==> src/rtl/ibuf_fifo_pkg.sv <==
// rtl/ibuf_fifo_pkg.sv - shared flit width and pointer sizing helper for mesh input buffers
package ibuf_fifo_pkg;

   // Width of one flit payload across the mesh
   localparam int FLIT_W = 1;

   // Pointer width for a buffer of the given depth; never narrower than one bit
   function automatic int ptr_w(input int depth);
      return (depth > 1) ? $clog2(depth) : 1;
   endfunction

endpackage

==> src/rtl/ibuf_mem.sv <==
// rtl/ibuf_mem.sv - DEPTH x WIDTH register array, one write port, async read, no reset
module ibuf_mem #(
   parameter int WIDTH = 1,
   parameter int DEPTH = 4,
   parameter int AW    = 2
) (
   input  logic             clk,
   input  logic             we_i,
   input  logic [AW-1:0]    waddr_i,
   input  logic [WIDTH-1:0] wdata_i,
   input  logic [AW-1:0]    raddr_i,
   output logic [WIDTH-1:0] rdata_o
);

   logic [WIDTH-1:0] mem_q [DEPTH];

   // Storage is deliberately left unreset; validity is tracked by the occupancy count
   always_ff @(posedge clk) begin
      if (we_i) begin
         mem_q[waddr_i] <= wdata_i;
      end
   end

   assign rdata_o = mem_q[raddr_i];

endmodule

==> src/rtl/ibuf_fifo.sv <==
// rtl/ibuf_fifo.sv - router input buffer FIFO with flush and almost-full flag
module ibuf_fifo
   import ibuf_fifo_pkg::*;
#(
   parameter int PYLD_W   = FLIT_W,
   parameter int DEPTH    = 4,
   parameter int AFULL_TH = DEPTH - 1
) (
   input  logic                   clk,
   input  logic                   rst_n,
   input  logic                   flush_i,
   input  logic                   valid_i,
   output logic                   ready_o,
   input  logic [PYLD_W-1:0]      payload_i,
   output logic                   valid_o,
   input  logic                   ready_i,
   output logic [PYLD_W-1:0]      payload_o,
   output logic [$clog2(DEPTH):0] count_o,
   output logic                   afull_o
);

   localparam int PW = ptr_w(DEPTH);
   localparam int CW = $clog2(DEPTH) + 1;
   localparam logic [CW-1:0] FULL_CNT  = CW'(DEPTH);
   localparam logic [CW-1:0] AFULL_CNT = CW'(AFULL_TH);

   logic [PW-1:0] rd_ptr_q, rd_ptr_d;
   logic [PW-1:0] wr_ptr_q, wr_ptr_d;
   logic [CW-1:0] count_q, count_d;
   logic          full;
   logic          empty;
   logic          push;
   logic          pop;

   // Handshake flags come only from the registered count, so ready/valid never
   // depend combinationally on the opposite side of the link
   assign full  = (count_q == FULL_CNT);
   assign empty = (count_q == '0);
   assign push  = valid_i & ~full  & ~flush_i;
   assign pop   = ~empty & ready_i & ~flush_i;

   assign ready_o = ~full;
   assign valid_o = ~empty;
   assign count_o = count_q;
   assign afull_o = (count_q >= AFULL_CNT);

   // Next pointers and occupancy; flush wins over any transfer in the same cycle
   always_comb begin
      rd_ptr_d = rd_ptr_q;
      wr_ptr_d = wr_ptr_q;
      count_d  = count_q;
      if (flush_i) begin
         rd_ptr_d = '0;
         wr_ptr_d = '0;
         count_d  = '0;
      end else begin
         if (push) begin
            wr_ptr_d = wr_ptr_q + PW'(1);
         end
         if (pop) begin
            rd_ptr_d = rd_ptr_q + PW'(1);
         end
         if (push && !pop) begin
            count_d = count_q + CW'(1);
         end else if (pop && !push) begin
            count_d = count_q - CW'(1);
         end
      end
   end

   // Pointer and count registers; reset empties the buffer immediately
   always_ff @(posedge clk or negedge rst_n) begin
      if (!rst_n) begin
         rd_ptr_q <= '0;
         wr_ptr_q <= '0;
         count_q  <= '0;
      end else begin
         rd_ptr_q <= rd_ptr_d;
         wr_ptr_q <= wr_ptr_d;
         count_q  <= count_d;
      end
   end

   ibuf_mem #(
      .WIDTH (PYLD_W),
      .DEPTH (DEPTH),
      .AW    (PW)
   ) u_mem (
      .clk     (clk),
      .we_i    (push),
      .waddr_i (wr_ptr_q),
      .wdata_i (payload_i),
      .raddr_i (rd_ptr_q),
      .rdata_o (payload_o)
   );

endmodule
==> config.mk <==
export PLATFORM = sky130hd
export DESIGN_NAME = ibuf_fifo
export DESIGN_NICKNAME = d
export VERILOG_FILES = /design/src/rtl/ibuf_fifo_pkg.sv /design/src/rtl/ibuf_mem.sv /design/src/rtl/ibuf_fifo.sv
export SDC_FILE = /design/constraint.sdc
export NUM_CORES = 1
export LEC_CHECK = 0
export ABC_CLOCK_PERIOD_IN_PS = 4200
export CORE_MARGIN = 2
export CORE_UTILIZATION = 53
export CTS_CLUSTER_DIAMETER = 60
export CTS_CLUSTER_SIZE = 24
export DETAILED_ROUTE_END_ITERATION = 7
export GPL_TIMING_DRIVEN = 0
export PLACE_DENSITY = 0.92
export SLEW_MARGIN = 25
export SYNTH_ARGS = -nofsm -noshare
export SYNTH_HDL_FRONTEND = slang
export SYNTH_SLANG_ARGS = --single-unit
==> constraint.sdc <==
create_clock -name clk -period 4.2 [get_ports clk]
set_input_delay 0.84 -clock clk [delete_from_list [all_inputs] [get_ports clk]]
set_output_delay 0.84 -clock clk [all_outputs]
set_load 0.02 [all_outputs]
== Word level (Yosys, flattened, before mapping) ==
Memories as Yosys holds them, arrays and structs flattened.
Index checks and enable logic that the tools add are counted.

* Output and inout port bits: 7
* Word-level logic and storage cells: 34
* Memories: 1
* Bits in writable memories: 4
* Register bits after elaboration: 7
* Input bits: 6

* Eq/ne operators: 1
* Reduce and logical (&&, ||, !) cells: 8
* Add/subtract/negate cells: 4
* Bitwise operators: 7
* $lt $le $gt $ge: 1
* Multiplexer cells: 9

{| class="wikitable"
|+ Memories
! memory !! words !! width !! read ports !! clocked after Yosys merged registers in !! wr ports !! line !! source
|-
| u_mem.mem_q || 4 || 1 || 1 || 0 || 1 || ibuf_mem.sv:15 || <nowiki>logic [WIDTH-1:0] mem_q [DEPTH];</nowiki>
|}

{| class="wikitable"
|+ Operator list
! operator !! count
|-
| 3-bit 2-to-1 mux || 3
|-
| 2-bit 2-to-1 mux || 4
|-
| 2-bit by 1-bit adder with 2-bit output, second input constant || 2
|-
| 1-bit AND || 4
|-
| 2-bit nonzero test || 2
|-
| 3-bit by 1-bit adder with 3-bit output, second input constant || 1
|-
| 3-bit == test, second input constant || 1
|-
| 3-bit by 2-bit >= comparator with 1-bit output, second input constant || 1
|-
| 3-bit zero test || 1
|-
| 1-bit NOT || 3
|-
| 3-bit nonzero test || 1
|-
| 3-bit by 1-bit subtractor with 3-bit output, second input constant || 1
|-
| 1-bit logical AND || 2
|-
| 1-bit zero test || 2
|-
| 1-bit 2-to-1 mux || 2
|}

== Logic depth before layout (Yosys ltp) ==
Gate-level depths: netlist of run 1.

* Depth in word-level cells: 9
* Depth in mapped cells: 8
* Mapped depth without buffers: 7

== Cells and area by module ==
Synthesis of run 1 repeated with hierarchy kept, for this count alone.

* Cell total of the unflattened synthesis: 71
* Area, all modules: 725.7 um^2

{| class="wikitable"
|+ Modules (own cells, without submodules)
! module !! times used !! cells each !! area each (um^2) !! seq. area each (um^2)
|-
| ibuf_fifo || 1 || 62 || 551.8 || 175.2
|-
| ibuf_mem || 1 || 9 || 173.9 || 120.1
|}

== Least setup slack after synthesis of run 1 ==
OpenSTA, ideal clock, no wires.

* Path type: input to register
* From: in ready_i
* To: reg count_q[1] (netlist: count_o[1])
* Slack: 1482 ps
* Arrival: 2614 ps
* Buffers on the path: 1
* Setup time: 104 ps
* Stages: 8
* Required time: 4096 ps
* Cell sequence: clkbuf_1 > o31a_1 > or3_1 > inv_1 > fa_1 > a311oi_1 > o21ai_0 > a221oi_1

* Cells in the longest elaborated chain, start to end: 6
* Elaborated cells on any way between the ends: 8
* Those cells by class: 2 x mux; 2 x bitwise; 4 x reduce/logical

{| class="wikitable"
|+ RTL lines
! item !! line !! source
|-
| start, declared || ibuf_fifo.sv:16 || <nowiki>input logic ready_i,</nowiki>
|-
| 1-bit AND (*) (2 in series) || ibuf_fifo.sv:40 || <nowiki>assign pop = ~empty & ready_i & ~flush_i;</nowiki>
|-
| 1-bit zero test || ibuf_fifo.sv:63 || <nowiki>if (push && !pop) begin</nowiki>
|-
| 1-bit logical AND || ibuf_fifo.sv:63 ||
|-
| 3-bit 2-to-1 mux || ibuf_fifo.sv:63 ||
|-
| 3-bit 2-to-1 mux || ibuf_fifo.sv:52 || <nowiki>if (flush_i) begin</nowiki>
|-
| end signal, assigned || ibuf_fifo.sv:80 || <nowiki>count_q <= count_d;</nowiki>
|-
| end, declared || ibuf_fifo.sv:29 || <nowiki>logic [CW-1:0] count_q, count_d;</nowiki>
|}

Every way passes the cells marked *; elsewhere a longest branch is shown, timed or not.
A chain may end at the register's enable or synchronous reset.

== Final worst setup path of run 1 ==
* From: reg count_q[2] (netlist: count_o[2])
* To: out ready_o

* Cells in the longest elaborated chain, start to end: 2

{| class="wikitable"
|+ RTL lines
! item !! line !! source
|-
| 3-bit == test || ibuf_fifo.sv:37 || <nowiki>assign full = (count_q == FULL_CNT);</nowiki>
|-
| 1-bit NOT || ibuf_fifo.sv:42 || <nowiki>assign ready_o = ~full;</nowiki>
|-
| end, declared || ibuf_fifo.sv:13 || <nowiki>output logic ready_o,</nowiki>
|}

Every way passes these cells.

==> summary.txt, run 1 <==
Timing
  • Slew margin rel.: 0.721
  • Worst-Margin Slew: around 0.42 ns
  • Final setup margin: approximately 1.4 ns
  • Setup TNS: 0 ns
  • Peak Freq: 0.352 GHz
  • RSZ-0062 raised after global routing: false
  • Hold Violations, Final: 0
  • Slew Viols, Final: 0
  • Fin crit share: 0.677
  • Endpoints failing setup: 0
  • Final min period: 2.84 ns
  • Clk_skew: between 0.006 and 0.007 ns

Yosys
  • Mapped Cells: 67
  • Post-synth top flop: dfrtp_1
  • Sequential share of the synthesized area: 0.421
  • Top cell type's share of synthesized area: 0.250
  • Ys Warns: 0
  • Syn Nets: 78
  • Synth Cell Area: 701 um^2
  • Synth cell types: 31
  • Seq cells post-synth: 11
  • Largest cells by area after synthesis: dfrtp_1 (25%), edfxtp_1 (17%), ha_1 (7.1%)
  • Number of synthesized flops with an enable pin: 4
  • Post-synth top area cell: dfrtp_1
  • Post-synthesis async set-or-reset flop share: 0.636
  • Mapped Avg Cell Area: about 10 um^2

Power and ir drop
  • Internal: 292 uW
  • Tot Pwr: 477 uW
  • P_sw: 185 uW
  • Max VDD drop: 0.302 mV
  • Part of the power in registers: 0.321
  • Clock Power Share: 0.156
  • Net Sw Frac: 0.387
  • Pleak: 0.000363 uW
  • Comb pwr share: 0.523
  • PwrDens: about 560 mW/mm^2

Route
  • Total number of vias: 526
  • First DRT Iteration DRCs: 9
  • Routed WL per cell: 13.7 um
  • Final wirelength: 1.32 mm
  • WL met1: 626 um
  • Met3 routed wirelength: 49 um
  • Vias per cell: between 5 and 6
  • Metal2 WL: 610 um
  • Antenna Nets Post-Route: 0
  • Drt first pass iters: 4
  • Uppermost layer routed: met4
  • DRC Markers: 0

Setup path
  • Element type at the critical path end: output port
  • WS Path Type: reg -> out
  • CP Data Arrival Time: about 2.0 ns
  • Worst Path Required: between 3 and 4 ns
  • Startpoint class of the critical path: flip-flop
  • Critical path peak fanout: 9

CTS
  • Inserted Clock Buffers: 3
  • Root buf cell: clkbuf_4
  • Worst skew pair latency: 0.28 ns
  • Number of gates resized after CTS: 0
  • H-tree levels: 1
  • Post-CTS Setup Bufs: 0
  • Sink Count: 11
  • TritonCTS clock tree: done
  • CTS Hold Bufs: 0
  • Clock slew seen by the registers of the worst setup and hold paths: 0.07 ns
  • Clock Path Buffers: 2

Final layout
  • Area delta synth->final: 20.7%
  • Share of layout cells above drive strength 1: 0.111
  • Area occupied by multi-input gates: 355 um^2
  • Register area: 295 um^2
  • Finished Cell Area: around 850 um^2
  • Fillers: approximately 110
  • Nets: 93
  • # diodes: 0
  • Fin util: 0.667

Job
  • Maxcap violations: 0

Place
  • Placed wire-length estimate: around 970 um
  • Port-buffer cells: 10
  • Worst slack at placement: 1.19 ns
  • Placed Area: about 800 um^2
  • GPL Wtd Cong: 0.712

Global route
  • Number of global-route vias before repair: 429
  • Grt ovf: 0
  • Number of antenna violations at the first check in global routing: 0
  • Total track usage: 0.201
  • First-pass GRT wire length: roughly 2 mm
  • Largest net degree at the start of global routing: 11

Floorplan
  • Die W: 40.4 um
  • Cell Rows: 13
  • Core area: 0.00127 mm^2
  • Starting Density: 0.552
  • Die Ht: 40.4 um
  • Die footprint: 0.00163 mm^2
  • I/O pins: 13

Worst hold path
  • Min-Delay Path Class: reg -> reg

Run status
  • Outcome: completed
## placed cells by master, fill, tap and decap left out
cell             instances
a211oi_1                 1
a21boi_0                 1
a21o_1                   1
a21oi_1                  1
a221oi_1                 1
a311oi_1                 1
and3_1                   4
buf_6                    1
clkbuf_1                 4
clkbuf_2                 1
clkbuf_4                 3
clkdlybuf4s50_1         10
dfrtp_1                  7
edfxtp_1                 4
fa_1                     1
ha_1                     4
inv_1                    6
mux2i_1                  1
mux4_2                   2
nand2_1                  3
nand2b_1                 1
nand3_1                  3
nor2_1                   5
nor2b_1                  1
nor3_1                   1
nor3b_1                  1
o21ai_0                  3
o21ai_2                  1
o21ba_2                  1
o31a_1                   1
or3_1                    2
xnor2_1                  2
xor2_1                   2
## kinds of logic after synthesis
| group | synth area share |
|---|---|
| xor+xnor | 0.0500 |
| buf+inv | 0.0714 |
| fa+ha+maj | 0.100 |
| simple gates | 0.154 |
| flops | 0.421 |
| mux | 0.0786 |
| compound gates | 0.125 |
## synth_stat cells, types with 2 or more instances
cell type	n
and3_1	4
clkbuf_1	3
dfrtp_1	7
edfxtp_1	4
ha_1	4
inv_1	6
mux4_2	2
nand2_1	3
nand3_1	3
nor2_1	5
o21ai_0	3
or3_1	2
xnor2_1	2
xor2_1	2
## metrics by stage
| stage | hold slack (ns) | cells |
|---|---|---|
| after floorplan | 0.512 | 67 |
| after global placement | 0.536 | 92 |
| after detailed placement | 0.573 | 92 |
| after CTS | 0.586 | 96 |
| after global routing | 0.607 | 96 |
| final | 0.582 | 96 |
## layer usage
| metal | global-route usage | vias to the layer above |
|---|---|---|
| met4 | 0.125 | 0 |
| met3 | 0.0500 | 4 |
| met5 | 0 | - |
| met2 | 0.282 | 10 |
| li1 | - | 264 |
| met1 | 0.274 | 248 |
## worst paths after layout
| check | start | slack, ns | to | depth (start not counted) |
|---|---|---|---|---|
| worst min register to register | wr_ptr_q[1] | 0.58 | wr_ptr_q[1] | 2 |
| worst min-delay path | wr_ptr_q[1] | 0.58 | wr_ptr_q[1] | 2 |
| min in group asynchronous | rst_n | 0.82 | rd_ptr_q[0] | 1 |
| worst max register to register | count_o[2] | 1.63 | count_o[1] | 8 |
| worst max-delay path | count_o[2] | 1.36 | ready_o | 4 |
| max in group asynchronous | rst_n | 3.12 | wr_ptr_q[0] | 1 |
## sequential cells by signal, summed over array words and instances, names as in the netlist
name,flops
wr_ptr_q,2
count_o,3
u_mem.mem_q,4
rd_ptr_q,2
## power groups by stage
| stage | combinational [uW] | sequential (uW) | clock, uW |
|---|---|---|---|
| CTS | 249 | 154 | 74.6 |
| finish | 249 | 153 | 74.6 |
| detailed placement | 248 | 156 | 0 |
| global placement | 237 | 154 | 0 |
| floorplan | 154 | 164 | 0 |
| global route | 271 | 157 | 79.8 |
## worst max-delay path, cell delays in order, from the launching register on
cell and delay, ns:
dfrtp_1 0.36, clkbuf_2 0.21, nor3b_1 0.38, inv_1 0.20, clkdlybuf4s50_1 0.58
## final cells by class
type	count	area share
Timing Repair Buffer	10	0.118
Buffer	5	0.0325
Inverter	6	0.0266
Tap cell	15	0.0222
Sequential cell	11	0.349
Multi-Input combinational cell	45	0.420
Clock buffer	4	0.0311
Note: power is estimated with default switching activity, not from simulation.
==> run 2, diff against run 1 <==
Settings changed: ABC_CLOCK_PERIOD_IN_PS 4200 to 2300, CORE_UTILIZATION 53 to 44, PLACE_DENSITY 0.92 to 0.83.
Clock period 4.2 ns to 2.3 ns, I/O delays scaled along.
==> summary.txt, run 2 (synthesized netlist as in run 1, its figures left out) <==
Worst hold path
  • Min-Delay Path Class: in -> async

Place
  • Placed Area: 832 um^2 (+1.5%)
  • GPL Wtd Cong: 0.792 (+11%)
  • Port-buffer cells: 10 (unchanged)
  • Placed Cells: 93 (+1.1%)
  • Placed wire-length estimate: 995 um (+2.9%)
  • Worst slack at placement: -0.305 ns (-1.50 ns)

Run status
  • Failing checks: negative setup slack
  • Outcome: finished, violations left

Route
  • Total number of vias: 594 (+13%)
  • DRC Markers: 0 (unchanged)
  • First DRT Iteration DRCs: 20 (+11)
  • Drt first pass iters: 4 (unchanged)
  • Vias per cell: 5.71 (+4.2%)
  • Routed WL per cell: 14.9 um (+8.6%)
  • Antenna Nets Post-Route: 0 (unchanged)
  • Final wirelength: 1.55 mm (+18%)

Timing
  • Final setup margin: -0.0816 ns (-1.44 ns)
  • Worst-Margin Slew: 0.446 ns (+0.0273 ns)
  • Slew Viols, Final: 0 (unchanged)
  • Clk_skew: 0.00542 ns (-0.00144 ns)
  • Peak Freq: 0.420 GHz
  • Fin crit share: 1.04
  • Hold Violations, Final: 0 (unchanged)
  • Final min period: 2.38 ns
  • Setup TNS: -0.0816 ns (-0.0816 ns)
  • RSZ-0062 raised after global routing: true
  • Endpoints failing setup: 1 (+1)
  • Slew margin rel.: 0.702 (-0.0182)

Final layout
  • Nets: 100 (+7.5%)
  • Non-Filler Instances: 104 (+8.3%)
  • Commonest non-fill, non-tap cell in the layout: buf_4
  • Max reg flops: 4 (unchanged)
  • Fin util: 0.613 (-0.0537)
  • Area occupied by multi-input gates: 372 um^2 (+4.6%)
  • Area delta synth->final: 31.8%
  • Register area: 299 um^2 (+1.3%)
  • Finished Cell Area: 923 um^2 (+9.2%)
  • Largest reg by FF count: u_mem.mem_q
  • Most frequent cells in the layout: buf_4 (9), clkdlybuf4s50_1 (8), inv_1 (5), nor2_1 (5)
  • # diodes: 0 (unchanged)
  • Fillers: 109 (+1.9%)
  • Share of layout cells above drive strength 1: 0.261 (+0.150)

Floorplan
  • Starting Density: 0.465 (-0.0872)
  • Die footprint: 0.00193 mm^2 (+18%)
  • Die W: 43.9 um (+8.8%)
  • Core area: 0.00151 mm^2 (+19%)
  • Cell Rows: 14 (+1)
  • Die Ht: 43.9 um (+8.8%)
  • I/O pins: 13 (unchanged)

Power and ir drop
  • Max VDD drop: 0.384 mV (+27%)
  • Clock Power Share: 0.132 (-0.024)
  • Part of the power in registers: 0.297 (-0.024)
  • PwrDens: 1070 mW/mm^2 (+89%)
  • Internal: 608 uW (+110%)
  • Net Sw Frac: 0.382 (-0.00486)
  • P_sw: 376 uW (+100%)
  • Pleak: 0.000410 uW (+13%)
  • Comb pwr share: 0.570 (+0.047)

Setup path
  • Worst Path Required: 2.47 ns (-0.89 ns)
  • CP Data Arrival Time: 2.55 ns (+0.55 ns)
  • Reg2reg setup slack: -0.08 ns (-1.71 ns)
  • Critical path peak fanout: 4 (-5)
  • Startpoint class of the critical path: flip-flop
  • WS Path Type: reg -> reg
  • Element type at the critical path end: flip-flop

CTS
  • Inserted Clock Buffers: 3 (unchanged)
  • CTS Hold Bufs: 0 (unchanged)
  • Root buf cell: clkbuf_4
  • Clock slew seen by the registers of the worst setup and hold paths: 0.07 ns (about the same)
  • Worst skew pair latency: 0.26 ns (-0.02 ns)
  • Sink Count: 11 (unchanged)
  • Clock Path Buffers: 2 (unchanged)
  • H-tree levels: 1 (unchanged)
  • TritonCTS clock tree: done

Global route
  • Grt ovf: 0 (unchanged)
  • Number of antenna violations at the first check in global routing: 0 (unchanged)
  • Largest net degree at the start of global routing: 11 (unchanged)
  • First-pass GRT wire length: 2.43 mm (+21%)
  • Number of global-route vias before repair: 561 (+31%)
  • Total track usage: 0.167 (-0.0344)

Job
  • Maxcap violations: 0 (unchanged)
==> run 2: power groups by stage <==
stage,clock [uW],sequential (uW),combinational (uW)
after CTS,133,284,476
final,130,292,561
after global routing,144,297,603
after floorplan,0,302,292
after detailed placement,0,287,461
after global placement,0,283,447
==> run 2: area by class of cell <==
class,count,area share
Multi-Input combinational cell,45,0.402
Inverter,6,0.0244
Timing Repair Buffer,19,0.187
Buffer,3,0.0122
Clock buffer,4,0.0285
Sequential cell,11,0.324
Tap cell,16,0.0217
==> run 2: per-stage QoR <==
stage | hold WS, ns | total power [uW]
floorplan | 0.164 | 594
global placement | 0.539 | 730
detailed placement | 0.557 | 748
CTS | 0.465 | 892
global route | 0.479 | 1040
finish | 0.452 | 984
==> run 2: timing repair <==
| item | 4_1_cts | 5_1_grt |
|---|---|---|
| pin swaps | 2 | 5 |
| buffers inserted | 1 | 8 |
| resized for setup | 1 | 6 |
| setup endpoints to repair | 2 | 2 |
==> run 2: final timing paths <==
| check | to | depth (start not counted) | startpoint |
|---|---|---|---|
| min reg2reg | rd_ptr_q[1] | 2 | rd_ptr_q[1] |
| max in group asynchronous | count_o[1] | 1 | rst_n |
| max | count_o[1] | 7 | count_o[1] |
| min in group clk | rd_ptr_q[1] | 2 | rd_ptr_q[1] |
| min | rd_ptr_q[1] | 1 | rst_n |
| max reg2reg | count_o[1] | 7 | count_o[1] |
==> run 2: worst max-delay path, stage by stage, from the launching register on <==
cell and delay [ns]:
dfrtp_2 0.43, o31a_1 0.32, or3_4 0.40, inv_2 0.06
fa_1 0.44, a311oi_1 0.26, o21ai_1 0.12, a221oi_2 0.25
==> run 2: metal layers <==
layer,GRT usage,vias to the layer above,wire length (um),part of all wire
met5,0,-,0,0
met4,0.0545,0,15,0.0097
met3,0.0167,2,89,0.057
met2,0.300,24,756,0.49
met1,0.206,291,691,0.45
li1,-,277,-,-
==> run 3, diff against run 2 <==
Settings changed: HOLD_SLACK_MARGIN set to 0.05, SLEW_MARGIN 25 to 20.
==> results of run 3 <==
No change in the layout: final DEF, timing and power equal those of run 2.
